==> src/rtl/route_elastic_buffer_if.sv <==
// Valid/ready word stream between a routing switch output and the next PE/switch input.
// The buffer uses the slave modport; the upstream/downstream environment uses master.
interface route_elastic_buffer_if #(
  parameter int unsigned size = 32
);
  logic [size-1:0] in0;
  logic            in_valid;
  logic            in_ready;
  logic [size-1:0] out0;
  logic            out_valid;
  logic            out_ready;

  modport master (
    output in0, in_valid, out_ready,
    input  in_ready, out0, out_valid
  );

  modport slave (
    input  in0, in_valid, out_ready,
    output in_ready, out0, out_valid
  );
endinterface

==> src/rtl/route_elastic_buffer.sv <==
// Config-chain programmable elastic buffer: bypass, pipeline register, FIFO or sink.
// Optional macro ROUTE_BUF_COUNT_EN adds the occupancy port 'count'.
module route_elastic_buffer #(
  parameter int unsigned size  = 32,
  parameter int unsigned DEPTH = 4
) (
  input  logic                       clk,
  input  logic                       reset,
  input  logic                       config_en,
  input  logic                       config_in,
  output logic                       config_out,
  route_elastic_buffer_if.slave      bus
`ifdef ROUTE_BUF_COUNT_EN
  ,
  output logic [$clog2(DEPTH):0]     count
`endif
);

  localparam int unsigned AW = $clog2(DEPTH);
  localparam int unsigned CW = AW + 1;

  typedef enum logic [1:0] {
    MODE_BYPASS = 2'd0,
    MODE_REG    = 2'd1,
    MODE_FIFO   = 2'd2,
    MODE_SINK   = 2'd3
  } mode_e;

  logic [1:0]      r_cfg;
  logic [size-1:0] r_reg_data;
  logic            r_reg_valid;
  logic [size-1:0] r_mem [DEPTH];
  logic [AW-1:0]   r_wr_ptr;
  logic [AW-1:0]   r_rd_ptr;
  logic [CW-1:0]   r_cnt;

  mode_e           w_mode;
  logic            w_in_xfer;
  logic            w_out_xfer;

  assign w_mode     = mode_e'(r_cfg);
  assign config_out = r_cfg[1];
  assign w_in_xfer  = bus.in_valid  & bus.in_ready;
  assign w_out_xfer = bus.out_valid & bus.out_ready;

  // Handshake and data presented to both sides; everything is held off while configuring.
  always_comb begin
    bus.in_ready  = 1'b0;
    bus.out_valid = 1'b0;
    bus.out0      = '0;
    if (!config_en) begin
      unique case (w_mode)
        MODE_BYPASS: begin
          bus.in_ready  = bus.out_ready;
          bus.out_valid = bus.in_valid;
          bus.out0      = bus.in0;
        end
        MODE_REG: begin
          bus.in_ready  = ~r_reg_valid | bus.out_ready;
          bus.out_valid = r_reg_valid;
          bus.out0      = r_reg_data;
        end
        MODE_FIFO: begin
          bus.in_ready  = (r_cnt < CW'(DEPTH));
          bus.out_valid = (r_cnt != '0);
          bus.out0      = r_mem[r_rd_ptr];
        end
        MODE_SINK: begin
          bus.in_ready  = 1'b1;
        end
        default: begin
          bus.in_ready  = 1'b0;
        end
      endcase
    end
  end

  // Config shift chain and storage; a config shift flushes any buffered words.
  always_ff @(posedge clk) begin
    if (reset) begin
      r_cfg       <= 2'b00;
      r_reg_data  <= '0;
      r_reg_valid <= 1'b0;
      r_wr_ptr    <= '0;
      r_rd_ptr    <= '0;
      r_cnt       <= '0;
      for (int i = 0; i < int'(DEPTH); i++) begin
        r_mem[i] <= '0;
      end
    end else if (config_en) begin
      r_cfg       <= {r_cfg[0], config_in};
      r_reg_valid <= 1'b0;
      r_wr_ptr    <= '0;
      r_rd_ptr    <= '0;
      r_cnt       <= '0;
    end else begin
      if (w_mode == MODE_REG) begin
        if (w_in_xfer) begin
          r_reg_data  <= bus.in0;
          r_reg_valid <= 1'b1;
        end else if (w_out_xfer) begin
          r_reg_valid <= 1'b0;
        end
      end
      if (w_mode == MODE_FIFO) begin
        if (w_in_xfer) begin
          r_mem[r_wr_ptr] <= bus.in0;
          r_wr_ptr        <= r_wr_ptr + AW'(1);
        end
        if (w_out_xfer) begin
          r_rd_ptr <= r_rd_ptr + AW'(1);
        end
        unique case ({w_in_xfer, w_out_xfer})
          2'b10:   r_cnt <= r_cnt + CW'(1);
          2'b01:   r_cnt <= r_cnt - CW'(1);
          default: r_cnt <= r_cnt;
        endcase
      end
    end
  end

`ifdef ROUTE_BUF_COUNT_EN
  always_comb begin
    count = '0;
    if (!config_en) begin
      if (w_mode == MODE_REG) begin
        count = CW'(r_reg_valid);
      end else if (w_mode == MODE_FIFO) begin
        count = r_cnt;
      end
    end
  end
`endif

endmodule

==> src/flat_wrapper.sv <==
// flat-port wrapper written by rule: the top's interface ports become plain ports
module route_elastic_buffer_flat 
#(
  parameter int unsigned size  = 32,
  parameter int unsigned DEPTH = 4
)
  (clk, reset, config_en, config_in, config_out, bus_in0, bus_in_valid, bus_out_ready, bus_in_ready, bus_out0, bus_out_valid);
  route_elastic_buffer_if #(.size(size)) bus_i ();
  input  logic clk;
  input  logic reset;
  input  logic config_en;
  input  logic config_in;
  output logic config_out;
  input wire logic [$bits(bus_i.in0)-1:0] bus_in0;
  input wire logic [$bits(bus_i.in_valid)-1:0] bus_in_valid;
  input wire logic [$bits(bus_i.out_ready)-1:0] bus_out_ready;
  output wire logic [$bits(bus_i.in_ready)-1:0] bus_in_ready;
  output wire logic [$bits(bus_i.out0)-1:0] bus_out0;
  output wire logic [$bits(bus_i.out_valid)-1:0] bus_out_valid;
  assign bus_i.in0 = bus_in0;
  assign bus_i.in_valid = bus_in_valid;
  assign bus_i.out_ready = bus_out_ready;
  assign bus_in_ready = bus_i.in_ready;
  assign bus_out0 = bus_i.out0;
  assign bus_out_valid = bus_i.out_valid;
  route_elastic_buffer #(.size(size), .DEPTH(DEPTH)) u_core (.clk(clk), .reset(reset), .config_en(config_en), .config_in(config_in), .config_out(config_out), .bus(bus_i));
endmodule
==> config.mk <==
export PLATFORM = sky130hd
export DESIGN_NAME = route_elastic_buffer_flat
export DESIGN_NICKNAME = d
export VERILOG_FILES = /design/src/rtl/route_elastic_buffer_if.sv /design/src/rtl/route_elastic_buffer.sv /design/src/flat_wrapper.sv
export SDC_FILE = /design/constraint.sdc
export NUM_CORES = 1
export LEC_CHECK = 0
export CAP_MARGIN = 20
export CELL_PAD_IN_SITES_DETAIL_PLACEMENT = 0
export CELL_PAD_IN_SITES_GLOBAL_PLACEMENT = 2
export CORE_UTILIZATION = 39
export CTS_CLUSTER_DIAMETER = 100
export CTS_CLUSTER_SIZE = 28
export DETAILED_ROUTE_END_ITERATION = 12
export PLACE_DENSITY_LB_ADDON = 0.1
export SLEW_MARGIN = 20
export SYNTH_ARGS = -nofsm -noshare
export SYNTH_HDL_FRONTEND = slang
export SYNTH_SLANG_ARGS = --single-unit
==> constraint.sdc <==
create_clock -name clk -period 7.1 [get_ports clk]
set_input_delay 1.065 -clock clk [delete_from_list [all_inputs] [get_ports clk]]
set_output_delay 1.065 -clock clk [all_outputs]
set_load 0.02 [all_outputs]
==> metrics.cfg, run 1 <==
[outcome]
status=completed

[clocking]
cts-root-buf=clkbuf_16
clk_latency_ns=0.43
cts.clk_slew.worst_paths_ns=0.06
cts_tree=yes
cts_made_buffers=17
postCtsHoldBufs=0
post_cts_buffers=0
clock_path_buffers=2
htree_levels=4
cts_resized=0
cts.sinks=172

[floorplan]
die_w_um=149.8
dieArea_um2=22430
fp.dieH_um=149.8
pin_count=73
start_util_pct=40.13
fp-row-count=53
coreArea_um2=21220

[synth]
synth_edf_count=128
seq_area_frac_synth_pct=55.48
synthFlopType=edfxtp_1
synth_fp_nets=769
ys_top_cells_by_area=edfxtp_1 45%, dfxtp_1 10%, and2_1 9.4%
yosys_register_bits=172
ys_top_cells_by_count=128 x and2_1, 128 x edfxtp_1, 54 x a21oi_1
synth_area_um2=8516
synthSimpleGateAreaFrac_pct=20.86
synth_compound_area_share_pct=10.73
synthMuxAreaShare_pct=8.404
ys_types=42
synth_adder_area_share_pct=0.5289
synth_top_family_by_area=simple AND/OR/NAND/NOR gates
yosys_warnings=0
netlist.area_leader.share_pct=45.14
netlist_instances=728
yosysTopAreaCell=edfxtp_1
avgSynthCellArea_um2=11.70
async_flop_share_pct=0
synthXorXnorAreaFrac_pct=0.2057

[grt]
antenna_found_initial=1
met2_usage_pct=36.94
gr-usage-met1_pct=28.20
grt_pass1_wl_um=35730
use_met3_pct=3.902
grt_usage_pct=21.60
top_usage_layer=met2
grt_pass1_vias=5949
grt_overflow=0
grt_max_degree=60

[power]
leakage_uw=0.003296
ir_drop_v=0.0001613
powerDensity_nw_per_um2=222.1

[critical_path]
cp.arrival_ns=3.29
path_class=in2out
slowest_stage=nand2b_2
crit_start=bus_out_ready
crit_fanout=34
path_common_cell=clkdlybuf4s50_1
cp_cell_sequence=clkdlybuf4s50_1, nand2b_2, o221a_2, clkdlybuf4s50_1
required_ns=6.03
slowest_delay_ns=0.71
start_kind=input pin
reg2reg_from=u_core.r_cfg[1]
worstSetupEndpointType=output port

[placed_design]
place_hpwl_um=12090
place_inst=1020
post_dp_cell_area_um2=9443
io_buffers=72
place.gp.congestion=0.7516

[sta]
period_share_pct=61.40
worst_slew_pin_slew_ns=1.014
setup_viol=0
finalCriticalPeriod_ns=4.359
fin_worst_skew_ns=0.01371
max_slew_margin_pct=32.40
drv_slew=0
fmax_mhz=229.4
finalHoldViolCount=0
setup_tns_ns=0
rsz0062_at_grt=false

[finish]
fin_area_um2=10020
drive_gt1_share_pct=10.42
fin_cells=1052
finalNetCount=805
synthToLayoutAreaGrowth_pct=17.66
antenna_cells=0

[detailed_routing]
drcViolationCount=0
first_pass_iters=5
ant_nets=0
wirelength_um=22820
via_per_inst=5.647
first_iter_violations=382
routedWlPerCell_um=21.69
vias=5941

[run]
drv_cap=0

[min_path]
hold_path.class=reg2reg
hp-start=u_core.r_reg_data[2]

==> placed cells by master (no fill, tap or decap), types with 2 or more instances in the layout <==
cell | synthesis | routed
clkbuf_1 | 48 | 2
and3_1 | 2 | 2
o41a_1 | 14 | 14
clkinvlp_4 | 0 | 2
buf_2 | 6 | 2
clkdlybuf4s50_1 | 0 | 70
clkbuf_16 | 0 | 17
o31ai_1 | 36 | 35
nand2b_1 | 21 | 20
ha_1 | 2 | 2
a221oi_1 | 18 | 18
dfxtp_2 | 0 | 3
or2_2 | 2 | 2
nand2_1 | 5 | 5
nand4_1 | 32 | 32
nor2b_1 | 18 | 15
nor2b_4 | 0 | 2
and2_1 | 128 | 128
clkinv_4 | 0 | 4
nor3b_1 | 19 | 19
inv_1 | 8 | 8
dfxtp_1 | 44 | 41
o21ai_0 | 3 | 3
a21oi_1 | 54 | 54
clkbuf_8 | 0 | 4
edfxtp_1 | 128 | 128
mux2i_1 | 31 | 31
nor4_4 | 2 | 2
mux4_2 | 18 | 18
buf_4 | 2 | 16
or3_1 | 2 | 2
nor2_1 | 52 | 52
or4_1 | 4 | 4
==> registers in the layout, summed over array words and instances (netlist names), named ones only <==
name	count
u_core.r_rd_ptr	2
u_core.r_mem	128
u_core.r_reg_data	32
u_core.r_wr_ptr	2
u_core.r_cnt	3
u_core.r_cfg	2
u_core.r_reg_valid	1
==> worst paths after layout <==
check        slack [ns]  cells past startpoint              endpoint
max                2.74                      4          bus_in_ready
min                0.47                      2  u_core.r_reg_data[2]
max reg2reg        3.74                      4   u_core.r_mem[0][11]
min reg2reg        0.47                      2  u_core.r_reg_data[2]
==> report_power, final <==
| part | internal, µW | total [µW] | switching [µW] |
|---|---|---|---|
| registers | 1110 | 1110 | 9.05 |
| logic | 79.5 | 202 | 123 |
| clock network | 521 | 909 | 388 |
| total | 1710 | 2230 | 519 |
==> layout make-up <==
cell class / count / area, µm²
Inverter: 8 / 30.03
Fill cell: 1949 / 11200
Clock inverter: 9 / 88.84
Timing Repair Buffer: 88 / 830.8
Multi-Input combinational cell: 477 / 3510
Sequential cell: 172 / 4728
Clock buffer: 23 / 488.0
Tap cell: 275 / 344.1
==> routing by layer <==
layer	wire [µm]	share of wire [%]	up-vias
met2	11380	50	125
li1	-	-	2779
met5	13	0.057	-
met1	10380	46	3016
met3	782	3.4	19
met4	257	1.1	2
==> metrics by stage <==
stage | utilization [%] | hold slack (ns) | power, µW | setup slack (ns)
after CTS | 47.22 | 0.4698 | 2244 | 2.724
after detailed placement | 44.50 | 0.4615 | 1340 | 2.739
after floorplan | - | 0.4484 | 1242 | 1.496
final | 47.22 | 0.4709 | 2225 | 2.741
after global placement | 44.50 | 0.4547 | 1338 | 2.761
after global routing | 47.22 | 0.4864 | 2305 | 2.606
==> cell families after synthesis <==
family,count (synthesis)
AO/OA/AOI/OAI,130
XOR/XNOR,2
adder cells (fa/ha/maj),3
buffers and inverters,79
flip-flops,172
multiplexers,49
AND/OR/NAND/NOR,293
==> worst max-delay path: cells and delay by family <==
family | cells | cell delay [ns]
buf+inv | 2 | 1.18
compound gates | 1 | 0.34
simple gates | 1 | 0.71
Power figures use the tool's default switching activity.
==> inputs of run 2 (changes only) <==
Clock period 7.1 ns to 4.4 ns, I/O delays scaled along.
==> metrics.cfg, run 2 (same netlist as run 1, synthesis figures left out) <==
[sta]
setup_viol=0  ; unchanged
rsz0062_at_grt=false
fmax_mhz=265.7
finalHoldViolCount=0  ; unchanged
fin_worst_skew_ns=0.01037  ; -0.003347 ns
drv_slew=0  ; unchanged
period_share_pct=85.55
finalCriticalPeriod_ns=3.764
worst_slew_pin_slew_ns=1.013  ; -0.0007350 ns
max_slew_margin_pct=32.45  ; +0.049 points
setup_tns_ns=0  ; unchanged

[critical_path]
path_class=reg2out
required_ns=3.74  ; -2.29 ns
worstSetupEndpointType=output port
cp.arrival_ns=3.10  ; -0.19 ns
start_kind=register
crit_fanout=36  ; +5.9%

[finish]
drive_gt1_share_pct=11.44  ; +1.0 points
antenna_cells=0  ; unchanged
fillCellCount=1926  ; -1.2%
top_regs=u_core.r_mem x128, u_core.r_reg_data x32, u_core.r_cnt x3
layout_common_cells=128 x and2_1, 128 x edfxtp_1, 70 x clkdlybuf4s50_1
final_util_pct=47.59  ; +0.38 points
fin_area_um2=10100  ; +0.80%
largest_reg_flops=128  ; unchanged
finalNetCount=816  ; +1.4%
regMostFlops=u_core.r_mem
synthToLayoutAreaGrowth_pct=18.60

[power]
leakage_uw=0.003347  ; +1.6%
powerDensity_nw_per_um2=356.8  ; +61%
ir_drop_v=0.0002484  ; +54%

[floorplan]
pin_count=73  ; unchanged
start_util_pct=40.13  ; unchanged
die_w_um=149.8  ; unchanged
dieArea_um2=22430  ; unchanged
fp-row-count=53  ; unchanged
fp.dieH_um=149.8  ; unchanged
coreArea_um2=21220  ; unchanged

[clocking]
postCtsHoldBufs=0  ; unchanged
cts_resized=0  ; unchanged
cts-root-buf=clkbuf_16
cts.sinks=172  ; unchanged
post_cts_buffers=0  ; unchanged
cts_tree=yes
clock_path_buffers=2  ; unchanged
htree_levels=4  ; unchanged
clk_latency_ns=0.42  ; about the same
cts_made_buffers=17  ; unchanged
cts.clk_slew.worst_paths_ns=0.06  ; about the same

[detailed_routing]
wirelength_um=23990  ; +5.1%
drcViolationCount=0  ; unchanged
vias=6017  ; +1.3%
first_pass_iters=5  ; unchanged
routedWlPerCell_um=22.59  ; +4.1%
first_iter_violations=384  ; +0.52%
via_per_inst=5.666  ; +0.33%
ant_nets=0  ; unchanged

[grt]
grt_pass1_vias=6355  ; +6.8%
grt_usage_pct=22.60  ; +1.0 points
grt_overflow=0  ; unchanged
antenna_found_initial=0  ; -1
grt_pass1_wl_um=37230  ; +4.2%
grt_max_degree=47  ; -22%

[placed_design]
io_buffers=72  ; unchanged
place.gp.congestion=0.7482  ; -0.45%
post_dp_cell_area_um2=9542  ; +1.0%
place_hpwl_um=13770  ; +14%

[outcome]
status=completed

[min_path]
hold_path.class=reg2reg

[run]
drv_cap=0  ; unchanged

[run 2: report_power, final]
group	switching (µW)	internal, µW	total (µW)	leakage, µW
logic	203	134	337	0.00140
registers	18.3	1780	1800	0.00168
clock network	633	833	1470	0.000270
total	854	2750	3600	0.00335
[run 2: worst paths after layout]
| kind | slack [ns] | end | cells after the start | start |
|---|---|---|---|---|
| max | 0.64 | bus_out0[21] | 5 | u_core.r_cfg[1] |
| min | 0.47 | u_core.r_reg_data[0] | 2 | u_core.r_reg_data[0] |
| max reg2reg | 1.02 | u_core.r_cnt[2] | 11 | u_core.r_cfg[1] |
| min reg2reg | 0.47 | u_core.r_reg_data[0] | 2 | u_core.r_reg_data[0] |
[run 2: critical path: stages, from the launching register on]
cell and delay, ns:
dfxtp_2 0.53, buf_4 0.32, nor2b_4 0.75, a221oi_1 0.21, nor2_1 0.21, clkdlybuf4s50_1 0.65
[run 2: metal layers]
layer / share of wire [%] / track usage [%] / vias up
li1: - / - / 2792
met1: 45 / 28.67 / 3042
met2: 50 / 39.31 / 156
met3: 3.7 / 3.445 / 27
met4: 1.6 / 7.374 / 0
met5: 0 / 0 / -
[run 2: stage by stage]
| step | setup slack, ns | instances | total power [µW] | hold slack, ns |
|---|---|---|---|---|
| floorplan | 0.1654 | 728 | 2005 | 0.4484 |
| global placement | 1.087 | 1031 | 2171 | 0.4551 |
| detailed placement | 1.039 | 1031 | 2174 | 0.4625 |
| CTS | 0.6175 | 1062 | 3632 | 0.4707 |
| global route | 0.4517 | 1062 | 3728 | 0.4817 |
| finish | 0.6358 | 1062 | 3604 | 0.4705 |
[run 2: layout make-up]
cell class / instances / area (µm²) / share of cell area, %
Sequential cell: 172 / 4728 / 46.82
Multi-Input combinational cell: 477 / 3513 / 34.79
Timing Repair Buffer: 99 / 925.9 / 9.167
Clock buffer: 20 / 436.7 / 4.324
Tap cell: 275 / 344.1 / 3.407
Clock inverter: 11 / 121.4 / 1.202
Inverter: 8 / 30.03 / 0.2973
==> inputs of run 3 (changes only) <==
Settings changed: ABC_AREA set to 1, CORE_UTILIZATION 39 to 35, SETUP_SLACK_MARGIN set to 0.5.
==> metrics.cfg, run 3 <==
[outcome]
status=completed

[critical_path]
crit_start=u_core.r_cfg[0]
slowest_stage=clkdlybuf4s50_1
path_class=reg2out
slowest_delay_ns=0.64  ; -0.11 ns
cp_top_family=buffers and inverters
required_ns=3.74  ; about the same
crit_buf_inv=3  ; +1
cp_cell_sequence=inv_1, nor2_4, buf_4, nand2_1, a31oi_1, clkdlybuf4s50_1
reg2reg_from=u_core.r_cfg[1]
start_kind=register
cp.arrival_ns=2.96  ; -0.14 ns
crit_fanout=25  ; -31%
worstSetupEndpointType=output port
rrSetupSlack_ns=1.42  ; +0.40 ns

[floorplan]
start_util_pct=35.64  ; -4.5 points
fp-row-count=55  ; +3.8%
dieArea_um2=23600  ; +5.2%
die_w_um=153.6  ; +2.6%
fp.dieH_um=153.6  ; +2.6%
coreArea_um2=22570  ; +6.4%
pin_count=73  ; unchanged

[sta]
worst_slew_pin_slew_ns=0.9898  ; -0.02348 ns
drv_slew=0  ; unchanged
period_share_pct=82.29  ; -3.3 points
setup_tns_ns=0  ; unchanged
finalCriticalPeriod_ns=3.621  ; -0.1434 ns
rsz0062_at_grt=false
fin_worst_skew_ns=0.009055  ; -0.001310 ns
max_slew_margin_pct=33.77  ; +1.3 points
fmax_mhz=276.2  ; +4.0%
hold_slack_ns=0.4603  ; -0.01021 ns
finalHoldViolCount=0  ; unchanged
setup_viol=0  ; unchanged

[synth]
ys_top_cells_by_count=208 x nor2_1, 182 x nand2_1, 128 x edfxtp_1
yosysTopAreaCell=edfxtp_1
synth_edf_count=128  ; unchanged
yosys_register_bits=172  ; unchanged
ys_types=26  ; -38%
synth_fp_nets=974  ; +27%
synthFlopType=edfxtp_1
ys_top_cells_by_area=edfxtp_1 48%, dfxtp_1 11%, nor2_1 9.7%
netlist.area_leader.share_pct=47.78  ; +2.6 points
yosys_warnings=0  ; unchanged
seq_area_frac_synth_pct=58.72  ; +3.2 points
netlist_instances=933  ; +28%
async_flop_share_pct=0  ; unchanged
synth_area_um2=8045  ; -5.5%
avgSynthCellArea_um2=8.623  ; -26%
yosysMostFrequentCell=nor2_1

[min_path]
hold_path.class=reg2reg
hp-start=u_core.r_reg_data[11]

[clocking]
cts.clk_slew.worst_paths_ns=0.06  ; about the same
cts-root-buf=clkbuf_16
cts_tree=yes
cts_made_buffers=17  ; unchanged
post_cts_buffers=0  ; unchanged
clock_path_buffers=2  ; unchanged
cts_resized=0  ; unchanged
clk_latency_ns=0.43  ; about the same
htree_levels=4  ; unchanged
postCtsHoldBufs=0  ; unchanged
cts.sinks=172  ; unchanged

[grt]
grt_pass1_wl_um=36000  ; -3.3%
grt_overflow=0  ; unchanged
grt_pass1_vias=6307  ; -0.76%
grt_usage_pct=20.16  ; -2.4 points
antenna_found_initial=0  ; unchanged
grt_max_degree=65  ; +38%

[finish]
fillCellCount=2299  ; +19%
synthToLayoutAreaGrowth_pct=20.11
final_util_pct=42.81  ; -4.8 points
drive_gt1_share_pct=6.814  ; -4.6 points
antenna_cells=0  ; unchanged
top_regs=u_core.r_mem x128, u_core.r_reg_data x32, u_core.r_cnt x3
regMostFlops=u_core.r_mem
largest_reg_flops=128  ; unchanged
finalNetCount=1026  ; +26%
final_common_cell=nor2_1
fin_area_um2=9663  ; -4.3%
layout_common_cells=205 x nor2_1, 181 x nand2_1, 128 x edfxtp_1

[placed_design]
io_buffers=72  ; unchanged
place_hpwl_um=13620  ; -1.1%
place.gp.congestion=0.7207  ; -3.7%
post_dp_cell_area_um2=9097  ; -4.7%

[detailed_routing]
routedWlPerCell_um=17.92  ; -21%
wirelength_um=22990  ; -4.2%
first_pass_iters=5  ; unchanged
ant_nets=0  ; unchanged
via_per_inst=4.996  ; -12%
vias=6410  ; +6.5%
drcViolationCount=0  ; unchanged
first_iter_violations=444  ; +16%

[power]
combPwrFrac_pct=9.3  ; about the same
leakage_uw=0.003778  ; +13%
power_frac_clock_pct=40.5  ; -0.2 points
seq_power_share_pct=50.2  ; +0.2 points
power.switching_uw=851.8  ; -0.26%
ir_drop_v=0.0002132  ; -14%
powerDensity_nw_per_um2=371.3  ; +4.1%
p_int_uw=2736  ; -0.50%
switching_share_pct=23.74  ; +0.042 points

[run]
drv_cap=0  ; unchanged

[run 3: stage by stage]
| stage | worst slack [ns] | power (µW) | cells |
|---|---|---|---|
| 2_1_floorplan | 1.091 | 2002 | 933 |
| 3_3_place_gp | 0.9399 | 2175 | 1251 |
| 3_5_place_dp | 0.9065 | 2174 | 1251 |
| 4_1_cts | 0.7211 | 3624 | 1283 |
| 5_1_grt | 0.5956 | 3711 | 1283 |
| 6_report | 0.7792 | 3588 | 1283 |
[run 3: layout make-up]
cell class	instances	area [µm²]	area share, %
Sequential cell	172	4727	48.92
Multi-Input combinational cell	616	2789	28.86
Timing Repair Buffer	97	920.9	9.530
Clock buffer	27	535.5	5.542
Clock inverter	5	30.03	0.3108
Inverter	81	304.0	3.146
Tap cell	285	356.6	3.690
[run 3: metal layers]
metal / GRT usage, % / share of wire [%] / vias to the layer above
li1: - / - / 3210
met4: 5.667 / 1.2 / 0
met5: 0 / 0 / -
met2: 34.03 / 48 / 118
met3: 3.185 / 3.8 / 17
met1: 26.76 / 47 / 3065
[run 3: cells by family (layout without fill, tap and decap cells)]
group	after synthesis	after routing	synth area share [%]
buffers and inverters	145	210	7.201
AND/OR/NAND/NOR	436	436	21.85
adder cells (fa/ha/maj)	3	3	0.5598
AO/OA/AOI/OAI	174	174	11.34
flip-flops	172	172	58.72
XOR/XNOR	3	3	0.3267
[run 3: final timing paths]
| path | cells past startpoint | endpoint |
|---|---|---|
| hold / removal | 2 | u_core.r_reg_data[11] |
| setup / recovery | 6 | bus_out0[2] |
| hold reg to reg | 2 | u_core.r_reg_data[11] |
| setup reg to reg | 9 | u_core.r_mem[2][15] |
[run 3: power groups by stage]
| stage | Combinational [µW] | Sequential [µW] | Clock [µW] |
|---|---|---|---|
| 5_1_grt | 365 | 1800 | 1540 |
| 3_5_place_dp | 339 | 1830 | 0 |
| 2_1_floorplan | 169 | 1830 | 0 |
| 4_1_cts | 340 | 1800 | 1480 |
| 3_3_place_gp | 340 | 1830 | 0 |
| 6_report | 335 | 1800 | 1450 |
[run 3: worst reg2reg max path, stage by stage, from the launching register on]
cell and delay [ns]:
dfxtp_1 0.50, inv_1 0.14, nand3_1 0.13, a21oi_1 0.11
nor2_4 0.40, nand3_2 0.24, nor2_4 0.15, nand2_2 0.31
nand2_1 0.15, buf_4 0.48
